**config.mk**
```make
export PLATFORM = sky130hd
export DESIGN_NAME = wca_read_unpacker_flat
export DESIGN_NICKNAME = d
export VERILOG_FILES = /design/src/rtl/wca_read_unpacker_if.sv /design/src/rtl/wca_read_unpacker.sv /design/src/flat_wrapper.sv
export SDC_FILE = /design/constraint.sdc
export NUM_CORES = 1
export LEC_CHECK = 0
export BUFFER_PORTS_ARGS = -buffer_cell sky130_fd_sc_hd__buf_2
export CAP_MARGIN = 15
export CORE_ASPECT_RATIO = 0.8
export CORE_MARGIN = 3
export CORE_UTILIZATION = 44
export DETAILED_ROUTE_END_ITERATION = 6
export PLACE_DENSITY_LB_ADDON = 0.1
export SLEW_MARGIN = 0
export SYNTH_ARGS = -nofsm -noshare
export SYNTH_HDL_FRONTEND = slang
export SYNTH_SLANG_ARGS = --single-unit
```
**constraint.sdc**
```tcl
create_clock -name clock -period 6.03 [get_ports clock]
set_input_delay 0.603 -clock clock [delete_from_list [all_inputs] [get_ports clock]]
set_output_delay 0.603 -clock clock [all_outputs]
set_load 0.02 [all_outputs]
```
**src/rtl/wca_read_unpacker_if.sv**
```systemverilog
// FIFO read-side and IQ valid/ready signals between the read unpacker and its neighbours.
// master = unpacker side, slave = FIFO/sink side.
interface wca_read_unpacker_if;
    logic        fifo_empty;
    logic        fifo_rd_en;
    logic [31:0] fifo_dout;
    logic [31:0] iq_out;
    logic        iq_valid;
    logic        iq_ready;

    modport master (
        input  fifo_empty,
        input  fifo_dout,
        input  iq_ready,
        output fifo_rd_en,
        output iq_out,
        output iq_valid
    );

    modport slave (
        output fifo_empty,
        output fifo_dout,
        output iq_ready,
        input  fifo_rd_en,
        input  iq_out,
        input  iq_valid
    );
endinterface

```
**src/rtl/wca_read_unpacker.sv**
```systemverilog
// Pulls 32-bit words from a non-FWFT FIFO through a 2-word prefetch buffer and emits
// 16-bit or unpacked 8-bit IQ samples on a valid/ready handshake, counting starved cycles.
module wca_read_unpacker #(
    parameter int unsigned UNDERRUN_BITS = 16
) (
    input  logic                     clock,
    input  logic                     reset,
    input  logic                     enable,
    input  logic                     mode8,
    wca_read_unpacker_if.master      bus,
    output logic [UNDERRUN_BITS-1:0] underrun_count,
    output logic                     underrun
);

    logic [31:0]              head_q, head_d;
    logic [31:0]              tail_q, tail_d;
    logic [1:0]               cnt_q, cnt_d;
    logic                     inflight_q, inflight_d;
    logic                     half_q, half_d;
    logic                     started_q, started_d;
    logic                     mode_q, mode_d;
    logic                     enable_q, enable_d;
    logic [UNDERRUN_BITS-1:0] underrun_count_q, underrun_count_d;
    logic                     underrun_q, underrun_d;

    logic       valid;
    logic       accept;
    logic       pop;
    logic       push;
    logic       rd_en;
    logic [2:0] level;

    assign valid  = enable && (cnt_q != 2'd0);
    assign accept = valid && bus.iq_ready;
    assign pop    = accept && (!mode_q || half_q);
    assign push   = inflight_q && enable;

    // Projected occupancy including the word already on its way out of the FIFO.
    assign level = {1'b0, cnt_q} + {2'b00, inflight_q} - {2'b00, pop};
    assign rd_en = !reset && enable && !bus.fifo_empty && (level < 3'd2);

    assign bus.fifo_rd_en = rd_en;
    assign bus.iq_valid   = valid;
    assign underrun_count = underrun_count_q;
    assign underrun       = underrun_q;

    always_comb begin
        bus.iq_out = head_q;
        if (mode_q) begin
            if (!half_q) begin
                bus.iq_out = {head_q[7:0], 8'h00, head_q[15:8], 8'h00};
            end else begin
                bus.iq_out = {head_q[23:16], 8'h00, head_q[31:24], 8'h00};
            end
        end
    end

    always_comb begin
        head_d           = head_q;
        tail_d           = tail_q;
        cnt_d            = cnt_q + {1'b0, push} - {1'b0, pop};
        inflight_d       = rd_en;
        half_d           = half_q;
        started_d        = started_q;
        mode_d           = mode_q;
        enable_d         = enable;
        underrun_count_d = underrun_count_q;
        underrun_d       = underrun_q;

        unique case ({pop, push})
            2'b10: head_d = tail_q;
            2'b01: begin
                if (cnt_q == 2'd0) begin
                    head_d = bus.fifo_dout;
                end else begin
                    tail_d = bus.fifo_dout;
                end
            end
            2'b11: begin
                if (cnt_q == 2'd1) begin
                    head_d = bus.fifo_dout;
                end else begin
                    head_d = tail_q;
                    tail_d = bus.fifo_dout;
                end
            end
            default: ;
        endcase

        if (!enable) begin
            cnt_d     = 2'd0;
            half_d    = 1'b0;
            started_d = 1'b0;
            mode_d    = mode8;
        end else if (accept) begin
            started_d = 1'b1;
            if (mode_q) begin
                half_d = !half_q;
            end
        end

        // A fresh enable starts a new underrun accounting window.
        if (enable && !enable_q) begin
            underrun_count_d = '0;
            underrun_d       = 1'b0;
        end else if (enable && started_q && bus.iq_ready && !valid) begin
            underrun_d = 1'b1;
            if (underrun_count_q != {UNDERRUN_BITS{1'b1}}) begin
                underrun_count_d = underrun_count_q + UNDERRUN_BITS'(1);
            end
        end
    end

    always_ff @(posedge clock) begin
        if (reset) begin
            head_q           <= '0;
            tail_q           <= '0;
            cnt_q            <= 2'd0;
            inflight_q       <= 1'b0;
            half_q           <= 1'b0;
            started_q        <= 1'b0;
            mode_q           <= 1'b0;
            enable_q         <= 1'b0;
            underrun_count_q <= '0;
            underrun_q       <= 1'b0;
        end else begin
            head_q           <= head_d;
            tail_q           <= tail_d;
            cnt_q            <= cnt_d;
            inflight_q       <= inflight_d;
            half_q           <= half_d;
            started_q        <= started_d;
            mode_q           <= mode_d;
            enable_q         <= enable_d;
            underrun_count_q <= underrun_count_d;
            underrun_q       <= underrun_d;
        end
    end

    // The read throttle must never let a captured word land in a full buffer.
    assert property (@(posedge clock) disable iff (reset) !(push && !pop && (cnt_q == 2'd2)));

endmodule

```
**src/flat_wrapper.sv**
```systemverilog
// flat-port wrapper written by rule: the top's interface ports become plain ports
module wca_read_unpacker_flat 
#(
    parameter int unsigned UNDERRUN_BITS = 16
)
  (clock, reset, enable, mode8, underrun_count, underrun, bus_fifo_empty, bus_fifo_dout, bus_iq_ready, bus_fifo_rd_en, bus_iq_out, bus_iq_valid);
  wca_read_unpacker_if bus_i ();
  input  logic clock;
  input  logic reset;
  input  logic enable;
  input  logic mode8;
  output logic [UNDERRUN_BITS-1:0] underrun_count;
  output logic underrun;
  input wire logic [$bits(bus_i.fifo_empty)-1:0] bus_fifo_empty;
  input wire logic [$bits(bus_i.fifo_dout)-1:0] bus_fifo_dout;
  input wire logic [$bits(bus_i.iq_ready)-1:0] bus_iq_ready;
  output wire logic [$bits(bus_i.fifo_rd_en)-1:0] bus_fifo_rd_en;
  output wire logic [$bits(bus_i.iq_out)-1:0] bus_iq_out;
  output wire logic [$bits(bus_i.iq_valid)-1:0] bus_iq_valid;
  assign bus_i.fifo_empty = bus_fifo_empty;
  assign bus_i.fifo_dout = bus_fifo_dout;
  assign bus_i.iq_ready = bus_iq_ready;
  assign bus_fifo_rd_en = bus_i.fifo_rd_en;
  assign bus_iq_out = bus_i.iq_out;
  assign bus_iq_valid = bus_i.iq_valid;
  wca_read_unpacker #(.UNDERRUN_BITS(UNDERRUN_BITS)) u_core (.clock(clock), .reset(reset), .enable(enable), .mode8(mode8), .bus(bus_i), .underrun_count(underrun_count), .underrun(underrun));
endmodule
```
Word level (Yosys, flattened, before mapping). Cells that the tools add are included.

Add/sub/neg operators: 5. $lt $le $gt $ge: 1. Equality and inequality tests: 8. Multiplexer cells: 8. Bitwise operators: 1. Reductions and logical operators: 28.

Operator list (count): two-way mux 32 bit (6); one-hot mux 32 bit (3 select lines) (1); one-hot mux 32 bit (2 select lines) (1); adder 16 x 1 -> 16 bit (second input constant) (1); inequality test 16 bit (second input constant) (1); logical AND 1 bit (11); zero test 1 bit (6); AND reduction 2 bit (3); == test 2 x 1 -> 1 bit (second input constant) (2); == test 2 bit (second input constant) (2); inequality test 2 bit (second input constant) (2); nonzero test 2 bit (2); OR reduction 2 bit (2); adder 2 x 1 -> 3 bit (1); < comparator 3 x 2 -> 1 bit (second input constant) (1); AND reduction 3 bit (1); nonzero test 3 bit (1); subtractor 3 x 1 -> 3 bit (1); adder 2 x 1 -> 2 bit (1); zero test 2 bit (1); inequality test 2 x 1 -> 1 bit (second input constant) (1); subtractor 2 x 1 -> 2 bit (1); logical OR 1 bit (1); inverter 1 bit (1).

Flip-flop bits (word level): 88. Input bits: 38. Output and inout port bits: 51. Logic and storage cells: 61.

Depth between registers and ports, before layout.
Depth after elaboration: 7. Gate-level depth with buffers: 9. Mapped depth without buffers: 8.

Worst setup path before layout. Ideal clock, no wire load.

Kind: in2out. Start: input enable. End: output bus_fifo_rd_en. Data arrival time: 2657 ps. Setup slack: 2770 ps. Stages: 8. Path buffers: 1. Cell sequence: buf_2 nand4_1 or2_2 nand2_1 nand2_1 fa_1 xor2_1 nor4b_1.

Cells in the longest elaborated chain, start to end: 6. Elaborated cells on any way between the ends: 8. Those cells by class: add/sub: 1; order compare: 1; reduce/logical: 6.

Ends and longest elaborated chain: from (decl) (RTL line flat_wrapper.sv:10) `input logic enable;`; logical AND 1 bit (RTL line wca_read_unpacker.sv:33) `assign valid = enable && (cnt_q != 2'd0);`; logical AND 1 bit (RTL line wca_read_unpacker.sv:34) `assign accept = valid && bus.iq_ready;`; logical AND 1 bit (RTL line wca_read_unpacker.sv:35) `assign pop = accept && (!mode_q || half_q);`; subtractor 3 x 1 -> 3 bit (RTL line wca_read_unpacker.sv:39) `assign level = {1'b0, cnt_q} + {2'b00, inflight_q} - {2'b00, pop};`; < comparator 3 x 2 -> 1 bit (RTL line wca_read_unpacker.sv:40) `assign rd_en = !reset && enable && !bus.fifo_empty && (level < 3'd2);`; logical AND 1 bit (*) (RTL line wca_read_unpacker.sv:40); to (decl) (RTL line flat_wrapper.sv:17) `output wire logic [$bits(bus_i.fifo_rd_en)-1:0] bus_fifo_rd_en;`.

Every way passes the cells marked *; elsewhere a longest branch is shown, timed or not.

Worst setup path after layout.
Start: register u_core.half_q. End: output bus_fifo_rd_en.

Cells in the longest elaborated chain, start to end: 5.

Ends and longest elaborated chain: from (decl) (RTL line wca_read_unpacker.sv:19) `logic half_q, half_d;`; from (signal assigned) (RTL line wca_read_unpacker.sv:131) `half_q <= half_d;`; logical OR 1 bit (RTL line wca_read_unpacker.sv:35); logical AND 1 bit (RTL line wca_read_unpacker.sv:35); subtractor 3 x 1 -> 3 bit (RTL line wca_read_unpacker.sv:39); < comparator 3 x 2 -> 1 bit (RTL line wca_read_unpacker.sv:40); logical AND 1 bit (RTL line wca_read_unpacker.sv:40).

Every way passes these cells.

==> out/results.txt <==
Based on the critical path, the design can be clocked at up to 0.274 GHz. The run gives 2.38 ns as the least setup slack across all paths after layout. Data on the critical path arrives at its endpoint at 3.05 ns.

Sequential elements use 43.9% of the synthesized area. TritonCTS created 9 clock buffers. The floorplan step set the die width to 113 um. The clock arrives with 0.0102 ns of skew. Clock-pin slew was measured on the worst setup and hold paths at 0.06 ns. The total die area is 10300 um2, and the number of DRC violations after detailed-routing iteration 0 is 159. Along the worst path, the maximum fanout reaches 11. For this design the top-level I/O count stands at 89.

sky130_fd_sc_hd__nand2_1 is the most common cell in the netlist. The run finished with clean final reports. The worst register-to-register path begins at u_core.half_q.

For the detailed-route wire length, the log shows 10100 um. In this run, post-CTS hold repair placed 0 buffers. Once layout is complete, the utilization of the core stands at 56.1%.

The flop and latch count out of synthesis was 88; the fraction of final layout cells sized beyond drive strength 1 was 22.9%. The per-cell via count in the routed design is 5.19. After clock tree synthesis, the repair step resized 0 gates. The end point of the most critical hold path is u_core.underrun. During synthesis, Yosys emitted a total of 0 warnings. The aggregate negative setup slack was 0 ns; the distinct cell type count after synthesis was 42. The first global-routing pass estimated 16400 um of wire. The endpoint class of the critical path was an output port.

The most common flop cell mapped by yosys was sky130_fd_sc_hd__dfxtp_1. Before antenna repair, the detailed router went through 4 iterations. The cell count after synthesis is 480, and the area of all placed cells without fillers is 4870 um2. The congestion estimate from routability-driven global placement came to 0.792. The critical path in this run is classified as reg -> out.

The HPWL reported at the end of detailed placement was 7210 um. H-tree depth: 3. After detailed routing, the average wire length per cell comes to 15.0 um.

The number of cells on the worst hold path was 2. In this run the mean area of a mapped cell was 8.35 um2. The required arrival time at the worst endpoint is 5.43 ns, and the area share of the largest cell type after synthesis is 43.9%. For the hold slack, the log shows 0.447 ns. The run gives 4010 um2 as the netlist area before placement. By area the synthesized netlist is led by sky130_fd_sc_hd__dfxtp_1, sky130_fd_sc_hd__mux2i_1, sky130_fd_sc_hd__nand2_1. Cell type with the largest total area after synthesis: sky130_fd_sc_hd__dfxtp_1. Measured against its own limit, the worst slew margin works out to 37.5%. Max-cap violations in this run came to 0. The worst setup path is launched from a register.

For this design the ratio of total power to cell area is 252 nW/um2. For this run, design rule violations remaining after detail routing come to 0. The region available for standard cell placement spans 8670 um2. The run gives 0 as the number of slew-limit violations in the final report. The number of antenna violations at the first check in global routing was 0; the count of nets left with antenna violations after detail routing was 0. The run gives 0 as the hold violation total from the final report. The run gives 3272 as the number of global-route vias before repair. The setup slack on the worst flop-to-flop path came out at 3.40 ns.

Maximum number of pins on one net before global-route repair: 38. Global routing used 20.0% of the available tracks across all layers. In this run the post-CTS setup repair buffer count came out at 0.

Counting flops with a built-in enable in the synthesized netlist gives 0. When the netlist entered floorplanning its net count stood at 522. The logs give 4520 um2 for the placed instance area and 88 for the count of clock tree sinks. The initialized floorplan defines 30 standard-cell rows. The cell sitting at the root of the clock tree is a sky130_fd_sc_hd__clkbuf_16. The logs give 2.79 ns for the worst setup slack before clock tree synthesis and 3485 for the via count.

The shortest period the worst path allows is 3.65 ns, and the largest voltage drop on the vdd net is 0.228 mV. At the pin with the least slew margin, the transition time is 0.938 ns. Hold path startpoint: u_core.underrun. Ranked by instance count, the synthesized netlist is headed by sky130_fd_sc_hd__nand2_1, sky130_fd_sc_hd__dfxtp_1, sky130_fd_sc_hd__a21oi_1, sky130_fd_sc_hd__mux2i_1, sky130_fd_sc_hd__nor2_1.

The count of endpoints failing setup in the final report is 0, and the residual overflow from global routing is 0. Clock tree buffer depth: 2. Counting cells, the worst reg-to-reg path comes to 8.

The path class of the tightest hold or removal check is reg -> reg. The initial utilization of the core area, before any placement, comes to 46.2%. For the number of nets in the finished design, the log shows 596. Port buffer count: 88.

The clock latency on the worst-skew pair is 0.34 ns. The proportion of register bits with asynchronous set or reset after synthesis was 0%; the diode insertion count for antenna repair was 0. The leakage power of the design is 1.84 nW, and the die extent in y is 91.4 um.

Final cycle utilization of the critical path: 60.6%. TritonCTS built the clock tree. The worst flop-to-flop path endpoint is u_core.inflight_q.

The area growth from synthesis to layout is 21.4%. Setup repair after global routing left no endpoint under its margin. The layout filler cell count was 812.
-- per-layer routing --
| layer | vias up | track usage, % | routed length (um) |
|---|---|---|---|
| li1 | 1768 | - | - |
| met1 | 1623 | 27.3 | 4840 |
| met2 | 86 | 30.6 | 4590 |
| met3 | 8 | 5.60 | 566 |
| met4 | 0 | 6.41 | 90 |
| met5 | - | 0 | 0 |
-- area by class of cell --
cell class / count / area (um2) / share of cell area, %
clock buffers: 12 / 267 / 5.48
clock inverters: 4 / 51.3 / 1.05
inverters: 9 / 33.8 / 0.694
multi-input cells: 353 / 2100 / 43.1
flip-flops and latches: 88 / 1760 / 36.2
well taps: 112 / 140 / 2.88
repair buffers: 93 / 515 / 10.6
-- critical path, cell delays in order (launching register included) --
cell and delay (ns):
sky130_fd_sc_hd__dfxtp_1 0.67, sky130_fd_sc_hd__nand2b_1 0.30, sky130_fd_sc_hd__nand4_1 0.20, sky130_fd_sc_hd__or2_2 0.35, sky130_fd_sc_hd__nand2_1 0.09, sky130_fd_sc_hd__nand2_1 0.07
sky130_fd_sc_hd__fa_1 0.38, sky130_fd_sc_hd__xor2_1 0.16, sky130_fd_sc_hd__nor4b_1 0.28, sky130_fd_sc_hd__buf_2 0.21
-- flip-flops by register name (all words and copies together) (netlist names) --
name / cells
u_core.cnt_q: 2
u_core.enable_q: 1
u_core.half_q: 1
u_core.head_q: 32
u_core.inflight_q: 1
u_core.mode_q: 1
u_core.started_q: 1
u_core.tail_q: 32
u_core.underrun: 1
u_core.underrun_count: 16
-- report_power, final --
group / switching [W] / internal (W) / total (W)
Combinational: 0.0000406 / 0.0000224 / 0.0000630
Sequential: 0.00000121 / 0.000583 / 0.000584
Clock: 0.000224 / 0.000355 / 0.000579
Total: 0.000266 / 0.000960 / 0.00123
-- cells in the final DEF (no fill, tap or decap), types with 3 or more instances in the layout --
cell type	n
sky130_fd_sc_hd__clkbuf_8	3
sky130_fd_sc_hd__clkbuf_16	10
sky130_fd_sc_hd__xnor2_1	11
sky130_fd_sc_hd__nand2_1	107
sky130_fd_sc_hd__a21oi_1	44
sky130_fd_sc_hd__nor3_1	7
sky130_fd_sc_hd__nor2_1	28
sky130_fd_sc_hd__nand4_1	5
sky130_fd_sc_hd__buf_2	88
sky130_fd_sc_hd__inv_1	9
sky130_fd_sc_hd__buf_4	3
sky130_fd_sc_hd__xor2_1	5
sky130_fd_sc_hd__nand3_1	6
sky130_fd_sc_hd__nor4_2	3
sky130_fd_sc_hd__o21ai_1	10
sky130_fd_sc_hd__nor4_1	5
sky130_fd_sc_hd__nor2b_1	17
sky130_fd_sc_hd__ha_1	3
sky130_fd_sc_hd__mux2i_1	41
sky130_fd_sc_hd__mux2_2	8
sky130_fd_sc_hd__o21ai_0	25
sky130_fd_sc_hd__dfxtp_1	88
-- worst max-delay path by stage --
stage	cells after the start	slack (ns)	startpoint	endpoint
finish	9	2.38	u_core.half_q	bus_fifo_rd_en
global route	9	2.17	u_core.half_q	bus_fifo_rd_en
CTS	9	2.39	u_core.half_q	bus_fifo_rd_en
detailed placement	9	2.79	u_core.half_q	bus_fifo_rd_en
global placement	9	2.85	u_core.half_q	bus_fifo_rd_en
floorplan	8	2.77	enable	bus_fifo_rd_en
-- logic make-up (layout without fill, tap and decap cells) --
family | Yosys count | after routing | synth area share, %
XOR/XNOR | 16 | 16 | 3.50
AO/OA/AOI/OAI | 87 | 87 | 11.5
adder cells (fa/ha/maj) | 4 | 4 | 1.44
multiplexers | 49 | 49 | 12.5
buffers and inverters | 39 | 118 | 4.03
flip-flops | 88 | 88 | 43.9
AND/OR/NAND/NOR | 197 | 197 | 23.2
-- per-stage QoR --
step	power [W]	instances
finish	0.00123	671
global route	0.00127	671
CTS	0.00124	670
detailed placement	0.000658	654
global placement	0.000658	653
floorplan	0.000632	480
Note: power is estimated with default switching activity, not from simulation.
